<file path="config.mk">
export PLATFORM = sky130hd
export DESIGN_NAME = pipeline_ctrl
export DESIGN_NICKNAME = d
export VERILOG_FILES = /design/src/rtl/pipeline_ctrl_pkg.sv /design/src/rtl/pipeline_ctrl_forward_unit.sv /design/src/rtl/pipeline_ctrl.sv
export SDC_FILE = /design/constraint.sdc
export NUM_CORES = 1
export LEC_CHECK = 0
export BUFFER_PORTS_ARGS = -buffer_cell sky130_fd_sc_hd__buf_2
export CAP_MARGIN = 20
export CORE_MARGIN = 4
export CORE_UTILIZATION = 51
export DETAILED_ROUTE_END_ITERATION = 6
export GPL_TIMING_DRIVEN = 0
export PLACE_DENSITY_LB_ADDON = 0.05
export SYNTH_ARGS = -nofsm -noshare
export SYNTH_HDL_FRONTEND = slang
export SYNTH_HIERARCHICAL = 1
export SYNTH_SLANG_ARGS = --single-unit
</file>
<file path="constraint.sdc">
create_clock -name clk -period 5.8 [get_ports clk]
set_clock_uncertainty 0.1 [all_clocks]
set_input_delay 0 -clock clk [delete_from_list [all_inputs] [get_ports clk]]
set_output_delay 0 -clock clk [all_outputs]
set_load 0.005 [all_outputs]
</file>
<file path="src/rtl/pipeline_ctrl_pkg.sv">
// Shared types for the RV32I hazard/sequencing controller.
package pipeline_ctrl_pkg;

  localparam int ADW = 5;

  typedef enum logic [1:0] {RUN, MEM_WAIT, ERR} pipe_state_t;

  typedef enum logic [1:0] {
    FWD_RF  = 2'b00,
    FWD_WB  = 2'b01,
    FWD_MEM = 2'b10
  } fwd_sel_t;

  // x0 is hardwired to zero, so a write to it never produces a dependency.
  function automatic logic reg_hit(input logic we, input logic [ADW-1:0] rd,
                                   input logic [ADW-1:0] rs);
    return we && (rd != '0) && (rd == rs);
  endfunction

endpackage

</file>
<file path="src/rtl/pipeline_ctrl_forward_unit.sv">
// Operand forwarding select for one E-stage source register.
// Combinational; the younger M-stage result wins over W on a double match.
module forward_unit
  import pipeline_ctrl_pkg::*;
(
  input  logic [ADW-1:0] rs,
  input  logic [ADW-1:0] rdM,
  input  logic           regwriteM,
  input  logic [ADW-1:0] rdW,
  input  logic           regwriteW,
  output fwd_sel_t       fwd
);

  always_comb begin
    fwd = FWD_RF;
    if (reg_hit(regwriteM, rdM, rs)) begin
      fwd = FWD_MEM;
    end else if (reg_hit(regwriteW, rdW, rs)) begin
      fwd = FWD_WB;
    end
  end

endmodule

</file>
<file path="src/rtl/pipeline_ctrl.sv">
// Hazard controller: forwarding selects, load-use stall, branch flush, and a
// whole-pipe freeze while data memory is busy, with a timeout into a sticky ERR.
module pipeline_ctrl
  import pipeline_ctrl_pkg::*;
#(
  parameter int MEM_TIMEOUT = 16,
  parameter int CNT_W       = 16
) (
  input  logic             clk,
  input  logic             rst,
  input  logic [ADW-1:0]   rs1D,
  input  logic [ADW-1:0]   rs2D,
  input  logic [ADW-1:0]   rs1E,
  input  logic [ADW-1:0]   rs2E,
  input  logic [ADW-1:0]   rdE,
  input  logic             regwriteE,
  input  logic             resultsrcE,
  input  logic             pc_srcE,
  input  logic [ADW-1:0]   rdM,
  input  logic             regwriteM,
  input  logic             resultsrcM,
  input  logic             memwriteM,
  input  logic [ADW-1:0]   rdW,
  input  logic             regwriteW,
  input  logic             dmem_ready,
  output logic             dmem_req,
  output fwd_sel_t         fwdAE,
  output fwd_sel_t         fwdBE,
  output logic             stallF,
  output logic             stallD,
  output logic             stallE,
  output logic             stallM,
  output logic             flushD,
  output logic             flushE,
  output logic             mem_err,
  output logic [CNT_W-1:0] stall_cnt
);

  localparam int WCNT_W = (MEM_TIMEOUT > 2) ? $clog2(MEM_TIMEOUT) : 1;
  localparam logic [WCNT_W-1:0] WCNT_LAST = WCNT_W'(MEM_TIMEOUT - 1);

  pipe_state_t       state, state_n;
  logic [WCNT_W-1:0] wcnt, wcnt_n;
  fwd_sel_t          fwd_a, fwd_b;
  logic              mem_acc, mem_stall, load_use;

  forward_unit u_fwd_a (
    .rs        (rs1E),
    .rdM       (rdM),
    .regwriteM (regwriteM),
    .rdW       (rdW),
    .regwriteW (regwriteW),
    .fwd       (fwd_a)
  );

  forward_unit u_fwd_b (
    .rs        (rs2E),
    .rdM       (rdM),
    .regwriteM (regwriteM),
    .rdW       (rdW),
    .regwriteW (regwriteW),
    .fwd       (fwd_b)
  );

  assign fwdAE = rst ? FWD_RF : fwd_a;
  assign fwdBE = rst ? FWD_RF : fwd_b;

  assign mem_acc   = resultsrcM | memwriteM;
  assign dmem_req  = mem_acc & (state != ERR) & ~rst;
  assign mem_stall = dmem_req & ~dmem_ready;
  assign load_use  = resultsrcE &
                     (reg_hit(regwriteE, rdE, rs1D) | reg_hit(regwriteE, rdE, rs2D));
  assign mem_err   = (state == ERR);

  always_ff @(posedge clk) begin
    if (rst) begin
      state     <= RUN;
      wcnt      <= '0;
      stall_cnt <= '0;
    end else begin
      state <= state_n;
      wcnt  <= wcnt_n;
      if (stallF && (stall_cnt != '1)) begin
        stall_cnt <= stall_cnt + CNT_W'(1);
      end
    end
  end

  always_comb begin
    state_n = state;
    wcnt_n  = wcnt;
    stallF  = 1'b0;
    stallD  = 1'b0;
    stallE  = 1'b0;
    stallM  = 1'b0;
    flushD  = 1'b0;
    flushE  = 1'b0;

    case (state)
      RUN: begin
        if (mem_stall) begin
          state_n = MEM_WAIT;
          wcnt_n  = WCNT_W'(1);
        end
      end
      MEM_WAIT: begin
        if (!mem_stall) begin
          state_n = RUN;
          wcnt_n  = '0;
        end else if (wcnt == WCNT_LAST) begin
          state_n = ERR;
        end else begin
          wcnt_n = wcnt + WCNT_W'(1);
        end
      end
      ERR:     state_n = ERR;
      default: state_n = RUN;
    endcase

    // A branch under a memory freeze only freezes; the held E instruction
    // re-asserts pc_srcE once memory releases, so the flush is not lost.
    if (rst) begin
      flushD = 1'b1;
      flushE = 1'b1;
    end else if ((state == ERR) || mem_stall) begin
      stallF = 1'b1;
      stallD = 1'b1;
      stallE = 1'b1;
      stallM = 1'b1;
    end else if (pc_srcE) begin
      flushD = 1'b1;
      flushE = 1'b1;
    end else if (load_use) begin
      stallF = 1'b1;
      stallD = 1'b1;
      flushE = 1'b1;
    end
  end

endmodule
</file>
# Yosys cells after proc, flatten, opt, wreduce, memory -nomap -nowiden
# Index checks and enable logic that the tools add are counted.
dict set report word_totals {
  reg_bits 22
  inputBits 45
  wordCells 71
}
dict set report op_classes {
  add_sub_neg 2
  n_eq_ne 14
  n_mux 26
  n_bitwise 8
  n_reduce_logical 18
}
# cell count
set ops {}
lappend ops {{equality test 5 bit} 6}
lappend ops {{adder 16 x 1 -> 16 bit, second input constant} 1}
lappend ops {{!= test 16 bit, second input constant} 1}
lappend ops {{nonzero test 5 bit} 3}
lappend ops {{two-way mux 1 bit} 14}
lappend ops {{two-way mux 2 bit} 7}
lappend ops {{two-way mux 4 bit} 3}
lappend ops {{logical AND 1 bit} 10}
lappend ops {{one-hot mux 4 bit (2 select lines)} 1}
lappend ops {{!= test 3 bit, second input constant} 2}
lappend ops {{one-hot mux 2 bit (3 select lines)} 1}
lappend ops {{adder 4 x 1 -> 4 bit, second input constant} 1}
lappend ops {{AND 1 bit} 4}
lappend ops {{equality test 4 bit, second input constant} 1}
lappend ops {{!= test 2 bit, second input constant} 2}
lappend ops {{AND reduction 3 bit} 1}
lappend ops {{equality test 2 x 1 -> 1 bit, second input constant} 1}
lappend ops {{equality test 2 bit, second input constant} 1}
lappend ops {{logical NOT 2 bit} 1}
lappend ops {{NOT 1 bit} 2}
lappend ops {{bitwise OR 1 bit} 2}
lappend ops {{AND reduction 2 bit} 1}
lappend ops {{nonzero test 2 bit} 1}
lappend ops {{logical OR 1 bit} 1}

# Depth between registers and ports, before layout
# Gate-level depths: netlist of the first run.
dict set report depth {
  depth_word 10
  mapped_depth 8
  mapped_depth_nobuf 8
}

# Hierarchy
# Netlist of the first run, hierarchy kept.
# module n_inst cells_per_inst area_each_um2
set modules_own_cells {}
lappend modules_own_cells {pipeline_ctrl 1 162 1365.1}
lappend modules_own_cells {forward_unit 2 20 151.4}

# Least setup slack after synthesis of the first run
# Ideal clock, no wire load.
dict set report synth_timing {
  path_type {register -> register}
  from {reg stall_cnt[0]}
  to {reg stall_cnt[8]}
  setup_time_ns 0.071
  arrival_ns 1.848
  required_time_ns 5.629
  setup_slack_ns 3.781
  path_stages_with_launch 8
  path_buffers 0
  period_less_slack_ns 2.019
  cell_sequence {dfxtp_1 -> ha_1 -> nand3_1 -> nor4_1 -> and3b_4 -> a21oi_4 -> or4_2 -> a21oi_1}
}
dict set report synth_via {
  elab_chain_cells 2
}
# element line_no
set synth_rtl {}
lappend synth_rtl {{start, declared} pipeline_ctrl.sv:36} ;# output logic [CNT_W-1:0] stall_cnt
lappend synth_rtl {{start signal, assigned} pipeline_ctrl.sv:84} ;# stall_cnt <= stall_cnt + CNT_W'(1);
lappend synth_rtl {{branches (longest 2 deep; another with adder 16 x 1 -> 16 bit)} n/a}
# Parallel ways; which one is timed is not known.
# A chain may end at the register's enable or synchronous reset.

# Worst setup path in the final report of the first run
dict set report layout_timing {
  from {reg stall_cnt[0]}
  to {reg stall_cnt[1]}
}
# Same word-level chain as after synthesis.

==> summary.txt, run 1 <==
Post-synthesis mux area share -> 1.28%
Synth warn -> 6
VDD IR-drop max -> 0.0876 mV
Crit path launch -> stall_cnt[0]
Critical path arrival -> 2.41 ns
EDFF count, synth -> 0
Final hold vios -> 0
Clock slew at reported path FFs -> 0.13 ns
Synth Area in Compound Gates -> 23.5%
Antenna violations before repair -> 0
Final Max Slew Viols -> 0
Share of layout cells above drive strength 1 -> 36.0%
Worst path cell trace -> ha_1 -> nand3_1 -> nor4_1 -> and3b_4 -> a21oi_4 -> buf_6 -> mux2i_1 -> nor2_1
Die area -> 4250 µm²
Vias in the first global route -> 1562
First-pass GRT wire length -> 6980 µm
Fin Setup TNS -> 0 ns
GRT Resource Usage Total -> 20.4%
Cell Pwr Density -> 150 nW/µm²
FMAX -> 435 MHz
Critical path startpoint category -> register
Die X -> 65.2 µm
Status -> finished clean
Total CTS buffers -> 3
Relative slew margins -> 68.8%
Register area share after synthesis -> 26.4%
Unrepaired setup endpoints after global routing -> no
H-tree depth -> 1
Top Ports -> 73
Reg-to-Reg End -> stall_cnt[1]
DR WL/cell -> 13.2 µm
Die H -> 65.2 µm
Post-synth cell types -> 50
Main synth FF type -> dfxtp_1
Drt total wl -> 4260 µm
CP max-delay cell -> dfxtp_1
Crit end category -> register
Synth Area in Adders -> 1.50%
Fin crit share -> 39.7%
FP Rows -> 20
DRT antenna net count -> 0
Instance count of the mapped netlist -> 202
TritonCTS Sinks -> 22
Gr ovfl total -> 0
Crit Path Max Fanout -> 10
LEAKAGE -> 0.000889 µW
Post-DP HPWL -> 3360 µm
Clock Path Buffers -> 2
Nets -> 326
Root buffer cell -> clkbuf_4
R2R cell count -> 8
Cell Area, Placed -> 2080 µm²
Combinational family with the most area after synthesis -> simple AND/OR/NAND/NOR gates
WS Path Type -> register to register
Post-layout instance area -> 2120 µm²
Worst Hold Class -> primary input to register
Setup-failing EPs final -> 0
Synth Area in Simple Gates -> 28.8%
Syn Nets -> 249
DR vias/cell -> 5.53
DRC viols -> 0
Via Count -> 1782
Core area -> 3100 µm²
Worst Path Required -> 5.91 ns
CP max stage delay -> 0.43 ns
#FFs+latches synth -> 22
TritonCTS clock tree -> yes
Detailed-router iteration count before antenna repair -> 4
Post-Synth XOR/XNOR Area -> 14.2%
P&R area growth vs syn -> 27.4%
Worst-Margin Slew -> 0.468 ns
Initial Util -> 53.8%
Latest clock arrival within the worst-skew pair -> 0.32 ns
Final GP Congestion -> 0.857
Ys async rst share -> 0%
Mean Syn Cell Area -> 8.26 µm²
DR iter-0 viols -> 125
Ant. Diodes -> 0
Maxcap violations -> 0
Reg2reg setup slack -> 3.50 ns
Mapped Area -> 1670 µm²
Final core utilization -> 68.5%
Min Tclk post-route -> 2.30 ns
# port buffers -> 71
Post-CTS Setup Inserts -> 0
Worst reg2reg path startpoint -> stall_cnt[0]
Crit path capture -> stall_cnt[1]
Final Power -> 319 µW
Largest net degree at the start of global routing -> 13
-- cell families (layout without fill, tap and decap cells) --
| logic type | after synthesis | after routing |
|---|---|---|
| fa+ha+maj | 2 | 2 |
| mux | 2 | 2 |
| flops | 22 | 22 |
| buf+inv | 13 | 89 |
| compound gates | 52 | 52 |
| simple gates | 84 | 84 |
| xor+xnor | 27 | 27 |
-- synthesized netlist by cell type, drive strengths merged (2+ instances only) --
| cell | instances | area [µm²] |
|---|---|---|
| ha | 2 | 25.0 |
| dfxtp | 22 | 440 |
| or3 | 8 | 56.3 |
| xnor2 | 20 | 175 |
| nand2b | 2 | 12.5 |
| a21oi | 18 | 105 |
| nor3 | 7 | 45.0 |
| nor2b | 6 | 37.5 |
| inv | 6 | 22.5 |
| buf | 5 | 41.3 |
| o41ai | 6 | 67.6 |
| a211oi | 3 | 32.5 |
| nor4 | 6 | 58.8 |
| o31ai | 2 | 15.0 |
| nand3 | 11 | 55.1 |
| clkbuf | 2 | 8.75 |
| nand2 | 17 | 63.8 |
| o311ai | 4 | 35.0 |
| nand4 | 5 | 31.3 |
| o21ai | 8 | 40.0 |
| nor2 | 12 | 45.0 |
| xor2 | 7 | 61.3 |
| and3 | 5 | 31.3 |
| o211ai | 3 | 22.5 |
| a31o | 2 | 17.5 |
-- worst min-delay path by stage --
stage,depth (start not counted),start,slack (ns),end
5_1_grt,3,rst,0.01,stall_cnt[9]
4_1_cts,3,rst,0.004,stall_cnt[9]
3_3_place_gp,4,pc_srcE,0.22,flushD
3_5_place_dp,4,pc_srcE,0.23,flushD
6_report,3,rst,0.0006,stall_cnt[9]
2_1_floorplan,2,pc_srcE,0.05,flushD
-- worst max-delay path: cells and delay by family, from the launching register on --
family                     cells  cell delay [ns]
AOI/OAI and AO/OA              1             0.29
adders and majority gates      1             0.24
buffers and inverters          1             0.20
DFF                            1             0.43
muxes                          1             0.20
and+or+nand+nor                4             0.73
-- stage by stage --
step	setup slack (ns)	hold WS (ns)	cells
after floorplan	3.78	0.0486	202
after global placement	3.52	0.222	317
after detailed placement	3.53	0.225	317
after CTS	3.48	0.00358	322
after global routing	3.28	0.0147	322
final	3.50	0.000619	322
-- timing repair --
action                                 4_1_cts  5_1_grt
endpoints found under the hold margin        3        0
hold buffers                                 1        0
gates resized for setup                      0        0
-- routing by layer --
layer	global-route usage (%)	wire length (µm)	vias to the layer above
met1	26.1	1860	817
met3	4.62	247	5
met2	34.8	2110	50
met5	0	0	-
met4	4.40	36	0
li1	-	-	910
-- final cells by class --
type | count | area [µm²]
multi-input combinational | 167 | 1150
fill | 285 | 978
sequential | 22 | 440
timing repair buffer | 72 | 365
tap | 44 | 55.1
buffer | 7 | 50.0
clock buffer | 4 | 36.3
inverter | 6 | 22.5
-- sequential cells by signal, indices dropped and copies added, names as in the netlist --
name and count:
wcnt 4, stall_cnt 16, state 2
-- power by group --
part | switching (µW) | total [µW] | internal (µW)
Sequential | 1.83 | 155 | 153
Combinational | 39.9 | 77.4 | 37.4
Clock | 48.2 | 86.6 | 38.4
Total | 89.9 | 319 | 229
-- layout by cell type (no fill, tap or decap), types with 3 or more instances in the layout --
cell type | Yosys | routed
a21oi_1 | 16 | 16
and3_1 | 5 | 5
buf_2 | 0 | 71
clkbuf_4 | 0 | 3
dfxtp_1 | 22 | 22
inv_1 | 6 | 6
nand2_1 | 17 | 17
nand3_1 | 11 | 11
nand4_1 | 5 | 5
nor2_1 | 12 | 12
nor2b_1 | 6 | 6
nor3_1 | 5 | 5
nor4_1 | 4 | 4
o211ai_1 | 3 | 3
o21ai_0 | 5 | 5
o21ai_1 | 3 | 3
o311ai_0 | 4 | 4
o41ai_1 | 4 | 4
or3_1 | 3 | 3
or3_2 | 5 | 5
xnor2_1 | 20 | 20
xor2_1 | 7 | 7
No activity file was read; power rests on OpenSTA's default activity.
==> run 2: changes to the inputs <==
CORE_UTILIZATION = 48   (was 51)
clock period = 2.3 ns   (was 5.8 ns; I/O delays follow)
==> summary.txt, run 2 (synthesized netlist as in run 1, its figures left out) <==
Antenna violations before repair -> 0
Worst path bufs/invs -> 0
Area of the multi-input gates -> 1160 µm²
Worst path cell trace -> ha_1 -> nand3_1 -> nor4_2 -> and3b_4 -> a21oi_4 -> or4_2 -> a21oi_1
Setup-failing EPs final -> 0
Non-Filler Instances -> 327
CP max stage delay -> 0.66 ns
Fin Setup TNS -> 0 ns
Combinational share of power -> 24.8%
Worst-Margin Slew -> 0.443 ns
Largest net degree at the start of global routing -> 13
Fillers -> 323
Initial Util -> 50.0%
Crit path max-delay family -> simple AND/OR/NAND/NOR gates
Switching Share -> 27.9%
DRT antenna net count -> 0
Placed instance count -> 319
Core area -> 3340 µm²
Reg power frac -> 48.5%
Sequential cell area -> 443 µm²
Fin crit share -> 93.0%
LEAKAGE -> 0.000903 µW
Vias in the first global route -> 1603
Power Internal -> 580 µW
Final Max Slew Viols -> 0
# port buffers -> 71
Drt total wl -> 4230 µm
Post-DP HPWL -> 3410 µm
Clock Path Buffers -> 2
Nets -> 329
Reg2reg setup slack -> 0.16 ns
DRC viols -> 0
GR Util met1 -> 24.1%
Critical path arrival -> 2.28 ns
DR WL/cell -> 12.9 µm
Cell Pwr Density -> 373 nW/µm²
FP Rows -> 21
First-pass GRT wire length -> 6990 µm
Final hold vios -> 0
TritonCTS Sinks -> 22
Min Tclk post-route -> 2.14 ns
Die X -> 66.9 µm
Crit end category -> register
CP max-delay cell -> or4_2
H-tree depth -> 1
VDD IR-drop max -> 0.188 mV
Clock slew at reported path FFs -> 0.12 ns
TritonCTS clock tree -> yes
Top Ports -> 73
Die H -> 66.9 µm
Max FFs per register -> 16
P&R area growth vs syn -> 29.6%
Total CTS buffers -> 3
Global routing usage on met2 -> 35.3%
Root buffer cell -> clkbuf_4
DR vias/cell -> 5.36
GRT Resource Usage Total -> 19.9%
Maxcap violations -> 0
WS Path Type -> register to register
FMAX -> 467 MHz
Crit Path Max Fanout -> 7
Gr ovfl total -> 0
Routing usage on met3 -> 4.22%
Detailed-router iteration count before antenna repair -> 4
Largest regs -> stall_cnt (16), wcnt (4), state (2)
Share of layout cells above drive strength 1 -> 37.4%
Clock share of power -> 26.7%
Ant. Diodes -> 0
DR iter-0 viols -> 116
Busiest grt layer -> met2
NetSw -> 225 µW
Die area -> 4480 µm²
Most common cell after layout, fill and taps aside -> buf_2
Most frequent cells in the layout -> buf_2 (71), xnor2_1 (20), dfxtp_1 (20)
Worst Hold Class -> primary input to register
Status -> finished clean
Most flop-heavy register -> stall_cnt
Via Count -> 1752
Latest clock arrival within the worst-skew pair -> 0.32 ns
Worst Path Required -> 2.44 ns
Final GP Congestion -> 0.818
Relative slew margins -> 70.2%
Critical path startpoint category -> register
[run 2: cell count changes in the layout (fill, tap and decap cells not counted), sizes merged]
cell,before,now
dlygate4sd3,1,2
buf,76,78
[run 2: layout make-up]
cell class | count | share of cell area (%)
Timing Repair Buffer | 75 | 18.1
Sequential cell | 22 | 20.5
Inverter | 6 | 1.04
Buffer | 7 | 2.32
Clock buffer | 4 | 1.68
Multi-Input combinational cell | 167 | 53.7
Tap cell | 46 | 2.66
[run 2: repair_timing]
| item | in CTS | in global routing |
|---|---|---|
| endpoints found under the hold margin | 3 | 0 |
| gates resized for setup | 1 | 2 |
| buffers inserted | 0 | 2 |
| setup endpoints to repair | 1 | 12 |
| pin swaps | 0 | 1 |
| hold buffers | 2 | 0 |
[run 2: power groups by stage]
stage / combinational, µW / sequential (µW) / clock, µW
3_5_place_dp: 194 / 399 / 0
3_3_place_gp: 193 / 398 / 0
2_1_floorplan: 109 / 398 / 0
4_1_cts: 198 / 390 / 228
5_1_grt: 219 / 392 / 243
6_report: 199 / 390 / 215
[run 2: metrics by stage]
stage	hold slack [ns]	setup slack [ns]	util (%)	total power [µW]	cell area, µm²
4_1_cts	0.151	0.0502	64.2	816	2140
6_report	0.168	0.161	64.8	805	2160
3_5_place_dp	0.242	0.0283	62.4	593	2080
5_1_grt	0.171	-0.00940	64.8	855	2160
2_1_floorplan	0.0486	0.281	-	507	1670
3_3_place_gp	0.227	0.0213	62.4	591	2080
[run 2: worst reg2reg max path, stage by stage (launching register included)]
cell     delay (ns)
dfxtp_2        0.36
ha_1           0.24
nand3_1        0.11
nor4_2         0.06
and3b_4        0.30
a21oi_4        0.08
or4_2          0.66
a21oi_1        0.16
[run 2: per-layer routing]
layer	up-vias	wire length (µm)	part of all wire, %
met5	-	0	0
met4	0	36	0.85
met3	5	250	5.9
met2	45	2060	49
met1	790	1880	44
li1	912	-	-
[run 2: worst paths after layout]
kind / start / endpoint / cells past startpoint
worst min register to register: wcnt[3] / wcnt[3] / 1
worst max register to register: stall_cnt[0] / stall_cnt[8] / 7
worst max-delay path: stall_cnt[0] / stall_cnt[8] / 7
worst min-delay path: resultsrcM / state[1] / 5
